<file path="src/rtl/fetch_pkg.sv">
// Shared types and constants for the instruction fetch front end.
package fetch_pkg;

   localparam int XLEN = 32;
   localparam logic [XLEN-1:0] INSTR_NOP = 32'h0000_0013;
   localparam logic [XLEN-1:0] PC_STEP   = 32'd4;

   typedef struct packed {
      logic [XLEN-1:0] pc;
      logic [XLEN-1:0] instr;
   } fetch_entry_t;

   typedef enum logic {
      RUN,
      HALT
   } fetch_state_e;

endpackage

</file>
<file path="src/rtl/fetch_fifo.sv">
// Prefetch FIFO of {pc, instr} entries. Flush has priority over push/pop;
// a push into a full FIFO is accepted when a pop happens in the same cycle.
module fetch_fifo
   import fetch_pkg::*;
#(
   parameter int DEPTH = 2
) (
   input  logic         clk,
   input  logic         rst_n,
   input  logic         push,
   input  logic         pop,
   input  logic         flush,
   input  fetch_entry_t wr_data,
   output logic         full,
   output logic         empty,
   output fetch_entry_t head
);

   localparam int AW = $clog2(DEPTH);
   localparam int CW = $clog2(DEPTH + 1);

   fetch_entry_t  mem [DEPTH];
   logic [AW-1:0] rd_ptr;
   logic [AW-1:0] wr_ptr;
   logic [CW-1:0] count;
   logic          do_push;
   logic          do_pop;

   assign do_push = push & ~flush & (~full | pop);
   assign do_pop  = pop & ~flush & ~empty;

   // Storage is data only; occupancy is tracked by the pointers and count.
   always_ff @(posedge clk) begin
      if (do_push) mem[wr_ptr] <= wr_data;
   end

   always_ff @(posedge clk) begin
      if (!rst_n || flush) begin
         rd_ptr <= '0;
         wr_ptr <= '0;
         count  <= '0;
      end else begin
         if (do_push) wr_ptr <= wr_ptr + AW'(1);
         if (do_pop)  rd_ptr <= rd_ptr + AW'(1);
         if (do_push && !do_pop)      count <= count + CW'(1);
         else if (!do_push && do_pop) count <= count - CW'(1);
      end
   end

   assign full  = (count == CW'(DEPTH));
   assign empty = (count == '0);
   assign head  = mem[rd_ptr];

endmodule

</file>
<file path="src/rtl/instr_fetch_unit.sv">
// Instruction fetch front end: fetch PC, prefetch FIFO and redirect/flush handling.
// Optional macro FETCH_MISALIGN_CHECK_EN halts fetching on a misaligned redirect target.
module instr_fetch_unit
   import fetch_pkg::*;
#(
   parameter logic [31:0] RESET_PC   = 32'h0000_0000,
   parameter int          FIFO_DEPTH = 2
) (
   input  logic        clk,
   input  logic        rst_n,
   output logic [31:0] imem_addr,
   input  logic [31:0] imem_rdata,
   input  logic        redirect_valid,
   input  logic [31:0] redirect_pc,
   output logic        if_valid,
   input  logic        if_ready,
   output logic [31:0] if_instr,
   output logic [31:0] if_pc,
   output logic        fetch_err
);

   logic [XLEN-1:0] fetch_pc;
   logic [XLEN-1:0] redirect_target;
   logic            run;
   logic            push;
   logic            pop;
   logic            full;
   logic            empty;
   fetch_entry_t    wr_entry;
   fetch_entry_t    head;

   assign redirect_target = {redirect_pc[XLEN-1:2], 2'b00};
   assign pop      = ~empty & if_ready;
   // A pop frees a slot in the same cycle, which keeps throughput at 1/cycle.
   assign push     = run & (~full | pop) & ~redirect_valid;
   assign wr_entry = '{pc: fetch_pc, instr: imem_rdata};

`ifdef FETCH_MISALIGN_CHECK_EN
   fetch_state_e state;
   fetch_state_e state_next;
   logic         misaligned;

   assign misaligned = redirect_valid & (redirect_pc[1:0] != 2'b00);

   always_ff @(posedge clk) begin
      if (!rst_n) state <= RUN;
      else        state <= state_next;
   end

   always_comb begin
      state_next = state;
      unique case (state)
         RUN:     if (misaligned) state_next = HALT;
         HALT:    state_next = HALT;
         default: state_next = RUN;
      endcase
   end

   assign run       = (state == RUN);
   assign fetch_err = (state == HALT);
`else
   logic unused_low_bits;
   assign unused_low_bits = ^redirect_pc[1:0];
   assign run       = 1'b1;
   assign fetch_err = 1'b0;
`endif

   // In HALT the PC stays frozen even if further redirects arrive.
   always_ff @(posedge clk) begin
      if (!rst_n)                    fetch_pc <= RESET_PC;
      else if (redirect_valid & run) fetch_pc <= redirect_target;
      else if (push)                 fetch_pc <= fetch_pc + PC_STEP;
   end

   fetch_fifo #(
      .DEPTH (FIFO_DEPTH)
   ) u_fifo (
      .clk     (clk),
      .rst_n   (rst_n),
      .push    (push),
      .pop     (pop),
      .flush   (redirect_valid),
      .wr_data (wr_entry),
      .full    (full),
      .empty   (empty),
      .head    (head)
   );

   assign imem_addr = fetch_pc;
   assign if_valid  = ~empty;
   assign if_instr  = empty ? INSTR_NOP : head.instr;
   assign if_pc     = empty ? '0 : head.pc;

endmodule

</file>
<file path="config.mk">
export PLATFORM = sky130hd
export DESIGN_NAME = instr_fetch_unit
export DESIGN_NICKNAME = d
export VERILOG_FILES = /design/src/rtl/fetch_pkg.sv /design/src/rtl/fetch_fifo.sv /design/src/rtl/instr_fetch_unit.sv
export SDC_FILE = /design/constraint.sdc
export NUM_CORES = 1
export LEC_CHECK = 0
export ABC_AREA = 1
export BUFFER_PORTS_ARGS = -buffer_cell sky130_fd_sc_hd__buf_4
export CAP_MARGIN = 20
export CORE_ASPECT_RATIO = 1.5
export CORE_MARGIN = 2
export CORE_UTILIZATION = 45
export DETAILED_ROUTE_END_ITERATION = 8
export PLACE_DENSITY = 0.67
export SLEW_MARGIN = 20
export SYNTH_ARGS = -nofsm -noshare
export SYNTH_HDL_FRONTEND = slang
export SYNTH_SLANG_ARGS = --single-unit
</file>
<file path="constraint.sdc">
create_clock -name clk -period 4.35 [get_ports clk]
set_input_delay 0.6525 -clock clk [delete_from_list [all_inputs] [get_ports clk]]
set_output_delay 0.6525 -clock clk [all_outputs]
set_load 0.03 [all_outputs]
</file>
Yosys cells after proc, flatten, opt, wreduce, memory -nomap -nowiden
Memories as Yosys holds them, arrays and structs flattened. A register that Yosys moved wholly into a read port is not among the register bits.
Cells that the tools add are included.
{"block": "classes", "n_addsub": 5, "n_eq_ne": 1, "mux": 10, "bitwise_logic": 11, "n_reduce_logical": 10}
{"cell": "$mux 32", "count": 4}
{"cell": "$add 32x3->32 const B", "count": 1}
{"cell": "$and 1x1->1", "count": 6}
{"cell": "$mux 1", "count": 4}
{"cell": "$mux 2", "count": 2}
{"cell": "$not 1->1", "count": 4}
{"cell": "$reduce_bool 2->1", "count": 2}
{"cell": "$logic_not 1->1", "count": 3}
{"cell": "$add 1x1->1 const B", "count": 2}
{"cell": "$add 2x1->2 const B", "count": 1}
{"cell": "$eq 2x2->1 const B", "count": 1}
{"cell": "$logic_and 1x1->1", "count": 2}
{"cell": "$logic_not 2->1", "count": 1}
{"cell": "$reduce_or 2->1", "count": 1}
{"cell": "$sub 2x1->2 const B", "count": 1}
{"cell": "$logic_or 1x1->1", "count": 1}
{"cell": "$or 1x1->1", "count": 1}
{"block": "word_totals", "regBits": 36, "mem_bits_rw": 128, "inputBits": 68, "elab_cells": 43, "n_memories": 1}
{"name": "u_fifo.mem", "words": 2, "width": 64, "rd": 1, "rd_clocked_by_memory_dff": 1, "wr": 1, "line": "fetch_fifo.sv:22", "source": "fetch_entry_t mem [DEPTH];"}

Longest topological paths before layout
Gate-level depths: netlist of the first run.
{"block": "logic_depth", "depth_word": 11, "depth_mapped": 10, "depth_no_buf": 10}

Hierarchy
A second synthesis of the first run with hierarchy kept.
{"block": "unflattened", "cells_unflattened": 735, "area_unflattened_um2": 7966.4}
{"module": "fetch_fifo", "n_inst": 1, "cells_each": 243, "area_per_inst_um2": 5190.0}
{"module": "instr_fetch_unit", "n_inst": 1, "cells_each": 492, "area_per_inst_um2": 2776.4}

Least setup slack after synthesis of the first run
Ideal clock, no wire load.
{"block": "synth_timing", "path_type": "input-to-reg", "start": "in if_ready", "end": "mem u_fifo.mem[0][0] (netlist bit), enable pin", "setup_time_ps": 484, "t_arrival_ps": 3577, "required_ps": 3866, "setup_slack_ps": 289, "path_stages": 4, "n_path_buf": 0, "cell_sequence": "inv_1 -> nand3_2 -> nand2_2 -> nor2_1"}
{"block": "synth_via", "elab_chain_len": 7}
{"element": "from (decl)", "line": "instr_fetch_unit.sv:16", "source": "input logic if_ready,"}
{"element": "$and 1x1->1 (*)", "line": "instr_fetch_unit.sv:33", "source": "assign pop = ~empty & if_ready;"}
{"element": "$or 1x1->1 (*)", "line": "fetch_fifo.sv:29, instr_fetch_unit.sv:35"}
{"element": "$and 1x1->1", "line": "instr_fetch_unit.sv:35", "source": "assign push = run & (~full | pop) & ~redirect_valid;"}
{"element": "$and 1x1->1", "line": "fetch_fifo.sv:29", "source": "assign do_push = push & ~flush & (~full | pop);"}
{"element": "$and 1x1->1 (*)", "line": "fetch_fifo.sv:29"}
{"element": "$mux 1 (*)", "line": "fetch_fifo.sv:34", "source": "if (do_push) mem[wr_ptr] <= wr_data;"}
{"element": "$mux 1 (not written as such) (*)", "line": "fetch_fifo.sv:34"}
{"element": "to (decl)", "line": "fetch_fifo.sv:22"}
Mark *: on every way between the ends. The rest lies on a longest branch, timed or not.

==> results of run 1 <==
cells in the final DEF, fill, tap and decap left out, types with 2 or more instances in the layout:
cell        netlist  routed
a21oi_1          82      82
nor2_1           45      42
nor2_4            8      11
o211ai_1          2       2
or2_2             2       2
edfxtp_1        124     124
nand3_1          30      30
a22o_1            5       5
buf_4             7     165
dfxtp_1          35      34
nand2_1         231     231
inv_1            40      40
xor2_1            6       6
nor3_1            3       3
bufinv_16         0       2
clkbuf_16         0      17
a31oi_1          12      12
xnor2_1           3       3
inv_6             0       6
ha_1              2       2
o21ai_0          16      16
conb_1            1       5
inv_2             4       3
nor2_2            4       4
clkinv_2          0       2
nand2_2           9       9
a22oi_1           2       2
clkinvlp_4        0       3
how the worst max path moves through the flow:
stage               slack, ns               end           start
floorplan                0.29  u_fifo.mem[0][0]        if_ready
global placement         1.43  u_fifo.mem[1][8]  redirect_valid
detailed placement       1.40  u_fifo.mem[0][4]  redirect_valid
CTS                      1.59         if_pc[28]            flop
global route             1.50       if_instr[3]            flop
finish                   1.66         if_pc[21]            flop
layout make-up:
cell class	count	area share [%]
clock buffer	19	4.97
sequential	159	49.7
clock inverter	13	1.67
multi-input combinational	475	25.1
timing repair buffer	165	13.9
tap	199	2.79
inverter	44	1.87
kinds of logic (layout without fill, tap and decap cells):
family                   after synthesis  after routing  synth area share [%]
buffers and inverters                 79            241                  4.92
other                                  1              5                0.0538
adder cells (fa/ha/maj)                2              2                 0.359
AO/OA/AOI/OAI                        122            122                  9.48
AND/OR/NAND/NOR                      337            337                  20.5
flip-flops                           159            159                  63.5
XOR/XNOR                               9              9                  1.13
registers in the layout, summed over array words and instances (netlist names), named ones only:
register	cells
u_fifo.mem	124
imem_addr	30
u_fifo.count	2
u_fifo.rd_ptr	1
u_fifo.wr_ptr	1
per-stage QoR:
stage | cells | utilization (%)
floorplan | 713 | -
global placement | 1042 | 54.9
detailed placement | 1042 | 54.9
CTS | 1074 | 58.8
global route | 1074 | 58.8
finish | 1074 | 58.8
layer usage:
metal / up-vias / wire (um) / GRT usage (%)
met5: - / 0 / 0
met4: 0 / 503 / 9.84
met3: 31 / 807 / 3.67
met2: 179 / 8980 / 37.8
met1: 2529 / 6690 / 24.1
li1: 2688 / - / -
power groups by stage:
stage	Clock, mW	Sequential, mW	Combinational [mW]
global route	1.55	1.78	0.476
global placement	0	1.80	0.435
detailed placement	0	1.81	0.444
finish	1.47	1.77	0.442
floorplan	0	1.83	0.234
CTS	1.50	1.77	0.445
==> results.ini, run 1 <==
[worst_hold_path]
hp-class=in2reg
worst_hold_path.endpoint=u_fifo.mem[1][22]
hold_depth=1
hp-start=imem_rdata[22]

[clock_tree]
cts.htree.levels=4
cts_made_buffers=17
ctsHoldBuffers=0
clk_pin_slew_ns=0.07
clockRootBuffer=clkbuf_16
clock_latency_ns=0.41
ctsResizeCount=0
clock_tree.buffer_depth=2
cts_setup_buffers=0
cts_tree=yes
cts_sinks=159

[pwr]
p_clk_share_pct=39.9
irDropWorstVdd_v=0.000196
leakagePower_nw=3.51
p_sw_uw=934
switching_share_pct=25.4
pwr-share-comb_pct=12.0
powerDensity_nw_per_um2=414
seqPwrFrac_pct=48.2
p_int_mw=2.75
total_power_mw=3.68

[yosys]
synth_top_area_cell=edfxtp_1
synth_area_um2=6970
ys_seq_area_share_pct=63.5
netlist_top_cells_area=edfxtp_1 (53%), nand2_1 (12%), dfxtp_1 (10%), a21oi_1 (5.9%), nor2_1 (2.4%)
synth_cell_types=35
synth.most_common_cell=nand2_1
ys.warnings.count=0
synth-async-reset-ratio_pct=0
synth_commonest_cells=nand2_1 (231), edfxtp_1 (124), a21oi_1 (82)
post-synth-top-area-fraction_pct=53.4
synthFlopType=edfxtp_1
synthCells=709
syn_avg_cell_area_um2=9.83
synth.ff_latch_count=159
synth_edf_count=124

[drt]
dr_total_vias=5427
drtPass1Iterations=4
vias_per_cell=5.05
wl_per_cell_um=15.8
drc=0
wl_um=17000
first_iter_violations=329
ant_nets=0

[floorplanning]
fp-row-count=55
initial_utilization_pct=46.0
ios=166
core_area_um2=15100
die_area_um2=16500
dieHeight_um=156
die-width_um=106

[timing]
finalSetupViolations=0
hold_viol_final=0
tns_ns=0
drv_slew=0
tightest_slew_ns=0.898
fmax_ghz=0.371
maxSlewHeadroom_pct=40.1
skew_ns=0.00936
grt_setup_unrepaired=false
fin_hold_ws_ns=0.422
fin_crit_sh_pct=61.9
fin_crit_ns=2.69
finalWorstSetupSlack_ns=1.66

[final_layout]
fillers=1288
drive_gt1_share_pct=26.4
register_area_um2=4430
nets=932
area.growth.synth_to_final_pct=27.9
stdcell_area_um2=8910
diodes=0
multi_input_area_um2=2240

[grt]
grt_usage_pct=21.0
grt_pass1_wl_um=26900
antenna_found_initial=0
grt_remaining_overflow=0
grt_max_degree=64
grt_pass1_vias=5328

[critical_path]
r2r-start=u_fifo.count[0]
crit_slowest_cell=clkinv_2
critPathLaunchType=flop
timing.rr.end=u_fifo.mem[0][6]
critPathMaxFanout=62
worstSetupPathType=reg2out
reg2reg_depth=5
cp.depth=4
path_cells=clkinv_2 -> nand2_1 -> a21oi_1 -> buf_4
slowest_delay_ns=0.65
required_ns=3.70
cp_data_arrival_time_ns=2.04
ff2ff_setup_slack_ns=2.29
crit_family=buffers and inverters
critPathBufInv=2
worstSetupEndpointType=primary output

[placed_design]
place_ws_ns=1.40
numPortBuffers=158
placed_cell_area_um2=8320
hpwlAfterDp_um=11600
gp_congestion=0.897

[status]
status=complete, no violations

[job]
cap_violations=0

(Power assumes the default switching activity.)
==> run 2: changes to the inputs <==
- PLACE_DENSITY: 0.67 -> 0.7
- clock period: 4.35 -> 2.2 ns (I/O delays scaled with it)
==> run 2 against run 1 <==
Net effect: critical path depth grew 1; clock skew grew 0.0025 ns; non-clock buffer count grew 7; final area grew 1.2%; combinational power grew 100%; sequential share of layout area shrank 0.59 points; hold slack lost 0.32 ns; critical endpoint is now if_pc[29]; largest cell class unchanged; highest routed layer unchanged.
==> results.ini, run 2 (synthesis gave the netlist of run 1 again) <==
[drt]
wl_um=16900  ; was 17,000 um
first_iter_violations=282  ; was 329
drtPass1Iterations=5  ; was 4
dr_total_vias=5426  ; was 5,427
vias_per_cell=5.02  ; was 5.05
wl_per_cell_um=15.7  ; was 15.8 um
ant_nets=0  ; unchanged
drc=0  ; unchanged

[clock_tree]
clock_latency_ns=0.41  ; about the same
cts_setup_buffers=0  ; unchanged
cts_made_buffers=17  ; unchanged
cts_sinks=159  ; unchanged
ctsHoldBuffers=0  ; unchanged
clockRootBuffer=clkbuf_16  ; unchanged
cts.htree.levels=4  ; unchanged
ctsResizeCount=0  ; unchanged
clock_tree.buffer_depth=2  ; unchanged
clk_pin_slew_ns=0.07  ; about the same
cts_tree=yes  ; unchanged

[timing]
fin_hold_ws_ns=0.101  ; was 0.422 ns
fin_crit_sh_pct=91.4
fmax_ghz=0.497
finalSetupViolations=0  ; unchanged
hold_viol_final=0  ; unchanged
fin_crit_ns=2.01
drv_slew=0  ; unchanged
grt_setup_unrepaired=false  ; unchanged
skew_ns=0.0118  ; was 0.00936 ns
tns_ns=0  ; unchanged

[critical_path]
required_ns=1.87  ; was 3.70 ns
worstSetupEndpointType=primary output  ; unchanged
reg2reg_depth=9  ; was 5
critPathLaunchType=flop  ; unchanged
path_cells=inv_2 -> buf_12 -> nand2_1 -> a21oi_1 -> buf_4  ; was clkinv_2 -> nand2_1 -> a21oi_1 -> buf_4
critPathMaxFanout=24  ; was 62
crit_slowest_cell=dfxtp_2  ; was clkinv_2
cp_data_arrival_time_ns=1.68  ; was 2.04 ns
worstSetupPathType=reg2out  ; unchanged
slowest_delay_ns=0.34  ; was 0.65 ns

[floorplanning]
ios=166  ; unchanged
fp-row-count=55  ; unchanged
die_area_um2=16500  ; unchanged
core_area_um2=15100  ; unchanged
dieHeight_um=156  ; unchanged
initial_utilization_pct=46.0  ; unchanged
die-width_um=106  ; unchanged

[final_layout]
largest_reg_flops=124  ; unchanged
regMostFlops=u_fifo.mem  ; unchanged
drive_gt1_share_pct=27.0  ; was 26.4%
final_common_cell=nand2_1  ; unchanged
nets=939  ; was 932
fillers=1360  ; was 1,288
area.growth.synth_to_final_pct=29.4  ; was 27.9%
post-route-util_pct=59.5  ; was 58.8%
diodes=0  ; unchanged
final_cell_mix=nand2_1 (231), buf_4 (166), edfxtp_1 (124), a21oi_1 (82), nor2_1 (42)  ; was nand2_1 (231), buf_4 (165), edfxtp_1 (124), a21oi_1 (82), nor2_1 (42)

[job]
cap_violations=0  ; unchanged

[pwr]
irDropWorstVdd_v=0.000427  ; was 0.000196 V
leakagePower_nw=3.56  ; was 3.51 nW
powerDensity_nw_per_um2=799  ; was 414 nW/um^2

[grt]
grt_remaining_overflow=0  ; unchanged
grt_pass1_wl_um=26500  ; was 26,900 um
grt_pass1_vias=5256  ; was 5,328
antenna_found_initial=0  ; unchanged
grt_max_degree=64  ; unchanged
grt_usage_pct=20.8  ; was 21.0%

[placed_design]
gp_congestion=0.927  ; was 0.897
numPortBuffers=158  ; unchanged
hpwlAfterDp_um=11400  ; was 11,600 um

[worst_hold_path]
hold_depth=1  ; unchanged
hp-class=in2reg  ; unchanged

[status]
status=complete, no violations  ; unchanged

[run 2: metal layers]
| layer | GRT usage, % | routed length, um |
|---|---|---|
| met1 | 23.8 | 6620 |
| met2 | 37.4 | 9000 |
| met3 | 4.12 | 748 |
| met4 | 9.34 | 559 |
| met5 | 0 | 0 |
[run 2: through the flow]
| step | total power, mW | worst slack (ns) | cells | cell area, um^2 |
|---|---|---|---|---|
| floorplan | 4.07 | 0.163 | 713 | 7000 |
| global placement | 4.45 | 0.360 | 1049 | 8440 |
| detailed placement | 4.47 | 0.294 | 1049 | 8440 |
| CTS | 7.27 | 0.139 | 1081 | 9010 |
| global route | 7.47 | 0.0409 | 1081 | 9010 |
| finish | 7.21 | 0.188 | 1081 | 9010 |
[run 2: path summary, 6_finish.rpt]
kind                                       from           endpoint  slack, ns
worst max-delay path                       flop          if_pc[29]       0.19
worst min-delay path             imem_rdata[27]  u_fifo.mem[0][27]       0.10
worst max register to register  u_fifo.count[0]    u_fifo.count[1]       0.39
worst min register to register    u_fifo.rd_ptr      u_fifo.rd_ptr       0.48
[run 2: layout make-up]
class	count	area (um^2)	area share, %
Clock buffer	19	443	4.91
Sequential cell	159	4430	49.1
Clock inverter	13	129	1.43
Inverter	44	165	1.83
Timing Repair Buffer	172	1370	15.2
Multi-Input combinational cell	475	2240	24.8
Tap cell	199	249	2.76
[run 2: report_power, final]
part | total, mW | internal (mW) | switching (mW)
clock | 2.81 | 1.62 | 1.19
sequential | 3.51 | 3.40 | 0.103
combinational | 0.892 | 0.329 | 0.563
[run 2: critical path: cells and delay by family, from the launching register on]
kind,cells,cell delay (ns)
AOI/OAI and AO/OA,1,0.16
buffers and inverters,3,0.69
DFF,1,0.34
and+or+nand+nor,1,0.07
==> run 3: changes to the inputs <==
- PLACE_DENSITY: 0.7 -> 0.72
==> run 3 against run 2 <==
Net effect: sequential share of layout area down 0.26 points; first-iteration DRC count fell by 2.1%; via count is 2.1% higher; critical path type unchanged; worst setup slack lost 0.046 ns; critical endpoint unchanged; clock-buffer cell count increased by 1; total power is 4.1% higher.
==> results.ini, run 3 (synthesis gave the netlist of run 1 again) <==
[status]
status=complete, no violations  ; unchanged

[final_layout]
multi_input_area_um2=2240  ; unchanged
final_cell_mix=nand2_1 (231), buf_4 (167), edfxtp_1 (124), a21oi_1 (82), nor2_1 (42)  ; was nand2_1 (231), buf_4 (166), edfxtp_1 (124), a21oi_1 (82), nor2_1 (42)
area.growth.synth_to_final_pct=30.1  ; was 29.4%
final_common_cell=nand2_1  ; unchanged
nets=939  ; unchanged
largest_reg_flops=124  ; unchanged
register_area_um2=4430  ; unchanged
regMostFlops=u_fifo.mem  ; unchanged
diodes=0  ; unchanged
fillers=1308  ; was 1,360
drive_gt1_share_pct=26.8  ; was 27.0%

[pwr]
total_power_mw=7.50  ; was 7.21 mW
leakagePower_nw=3.59  ; was 3.56 nW
irDropWorstVdd_v=0.000462  ; was 0.000427 V
powerDensity_nw_per_um2=828  ; was 799 nW/um^2

[floorplanning]
dieHeight_um=156  ; unchanged
die-width_um=106  ; unchanged
ios=166  ; unchanged
core_area_um2=15100  ; unchanged
die_area_um2=16500  ; unchanged
initial_utilization_pct=46.0  ; unchanged
fp-row-count=55  ; unchanged

[drt]
first_iter_violations=276  ; was 282
ant_nets=0  ; unchanged
dr_total_vias=5541  ; was 5,426
wl_per_cell_um=15.8  ; was 15.7 um
drc=0  ; unchanged
wl_um=17000  ; was 16,900 um
vias_per_cell=5.13  ; was 5.02
drtPass1Iterations=5  ; unchanged

[worst_hold_path]
hold_depth=1  ; unchanged
hp-class=in2reg  ; unchanged
worst_hold_path.endpoint=u_fifo.mem[0][23]  ; was u_fifo.mem[0][27]
hp-start=imem_rdata[23]  ; was imem_rdata[27]

[clock_tree]
clk_pin_slew_ns=0.06  ; was 0.07 ns
ctsResizeCount=0  ; unchanged
clock_tree.buffer_depth=2  ; unchanged
cts_tree=yes  ; unchanged
clock_latency_ns=0.42  ; was 0.41 ns
ctsHoldBuffers=0  ; unchanged
cts.htree.levels=4  ; unchanged
clockRootBuffer=clkbuf_16  ; unchanged
cts_made_buffers=17  ; unchanged
cts_setup_buffers=0  ; unchanged
cts_sinks=159  ; unchanged

[critical_path]
worstSetupEndpointType=primary output  ; unchanged
worstSetupPathType=reg2out  ; unchanged
required_ns=1.87  ; about the same
crit_slowest_cell=buf_4  ; was dfxtp_2
crit_path_frequent_cell=buf_4
critPathLaunchType=flop  ; unchanged
r2r-start=u_fifo.count[0]  ; unchanged
ff2ff_setup_slack_ns=0.45  ; was 0.39 ns
cp_data_arrival_time_ns=1.73  ; was 1.68 ns
timing.rr.end=u_fifo.count[1]  ; unchanged
slowest_delay_ns=0.43  ; was 0.34 ns
reg2reg_depth=9  ; unchanged
path_cells=buf_4 -> nand2_1 -> a21oi_1 -> buf_4  ; was inv_2 -> buf_12 -> nand2_1 -> a21oi_1 -> buf_4
critPathMaxFanout=46  ; was 24

[timing]
drv_slew=0  ; unchanged
fin_crit_sh_pct=93.5  ; was 91.4%
fin_crit_ns=2.06  ; was 2.01 ns
finalSetupViolations=0  ; unchanged
tightest_slew_ns=0.516
skew_ns=0.0142  ; was 0.0118 ns
grt_setup_unrepaired=false  ; unchanged
hold_viol_final=0  ; unchanged
maxSlewHeadroom_pct=65.6
fmax_ghz=0.486  ; was 0.497 GHz
tns_ns=0  ; unchanged

[grt]
grt_remaining_overflow=0  ; unchanged
antenna_found_initial=0  ; unchanged
grt_pass1_vias=5411  ; was 5,256
grt_max_degree=63  ; was 64
grt_pass1_wl_um=26800  ; was 26,500 um
grt_usage_pct=21.1  ; was 20.8%

[placed_design]
gp_congestion=0.918  ; was 0.927
hpwlAfterDp_um=11400  ; about the same
numPortBuffers=158  ; unchanged

[job]
cap_violations=0  ; unchanged

[run 3: changes by cell type in the layout (fill, tap and decap cells not counted)]
cell	delta
clkbuf_1	+1
buf_12	-1
inv_8	-2
clkinvlp_4	-3
inv_6	-3
clkinv_4	+5
clkinv_2	-2
clkinv_1	+1
bufinv_16	+3
buf_4	+1
[run 3: layout make-up]
| cell class | count | share of cell area (%) |
|---|---|---|
| tap | 199 | 2.75 |
| clock buffer | 20 | 4.93 |
| inverter | 44 | 1.82 |
| timing repair buffer | 172 | 14.9 |
| clock inverter | 12 | 2.04 |
| multi-input combinational | 475 | 24.7 |
| sequential | 159 | 48.8 |
[run 3: worst max-delay path by stage]
| stage | slack, ns | cells after the start | end |
|---|---|---|---|
| finish | 0.14 | 4 | if_pc[29] |
| global route | 0.01 | 4 | if_instr[3] |
| CTS | 0.10 | 4 | if_pc[29] |
| detailed placement | 0.37 | 10 | u_fifo.count[1] |
| global placement | 0.38 | 10 | u_fifo.count[1] |
| floorplan | 0.16 | 4 | u_fifo.mem[0][0] |
[run 3: metal layers]
metal | GRT usage (%) | wire (um)
met5 | 0 | 0
met4 | 9.77 | 692
met3 | 4.12 | 780
met2 | 37.5 | 8850
met1 | 24.6 | 6710
[run 3: power breakdown]
group	internal (mW)	leakage [nW]	total, mW	switching (mW)
sequential	3.40	1.47	3.51	0.102
combinational	0.332	1.81	0.900	0.568
clock	1.94	0.307	3.09	1.15
[run 3: stage by stage]
stage	worst slack [ns]	util, %	hold WS, ns	instance area [um^2]	std cells
2_1_floorplan	0.163	-	0.429	7000	713
3_3_place_gp	0.381	55.7	0.453	8430	1049
3_5_place_dp	0.368	55.7	0.464	8430	1049
4_1_cts	0.104	59.9	0.0796	9060	1081
5_1_grt	0.0133	59.9	0.0768	9060	1081
6_report	0.142	59.9	0.0968	9060	1081
[run 3: critical path, delay by kind of cell (launching register included)]
family	cells	cell delay (ns)
buffers and inverters	2	0.62
AO/OA/AOI/OAI	1	0.21
AND/OR/NAND/NOR	1	0.12
flip-flops	1	0.34
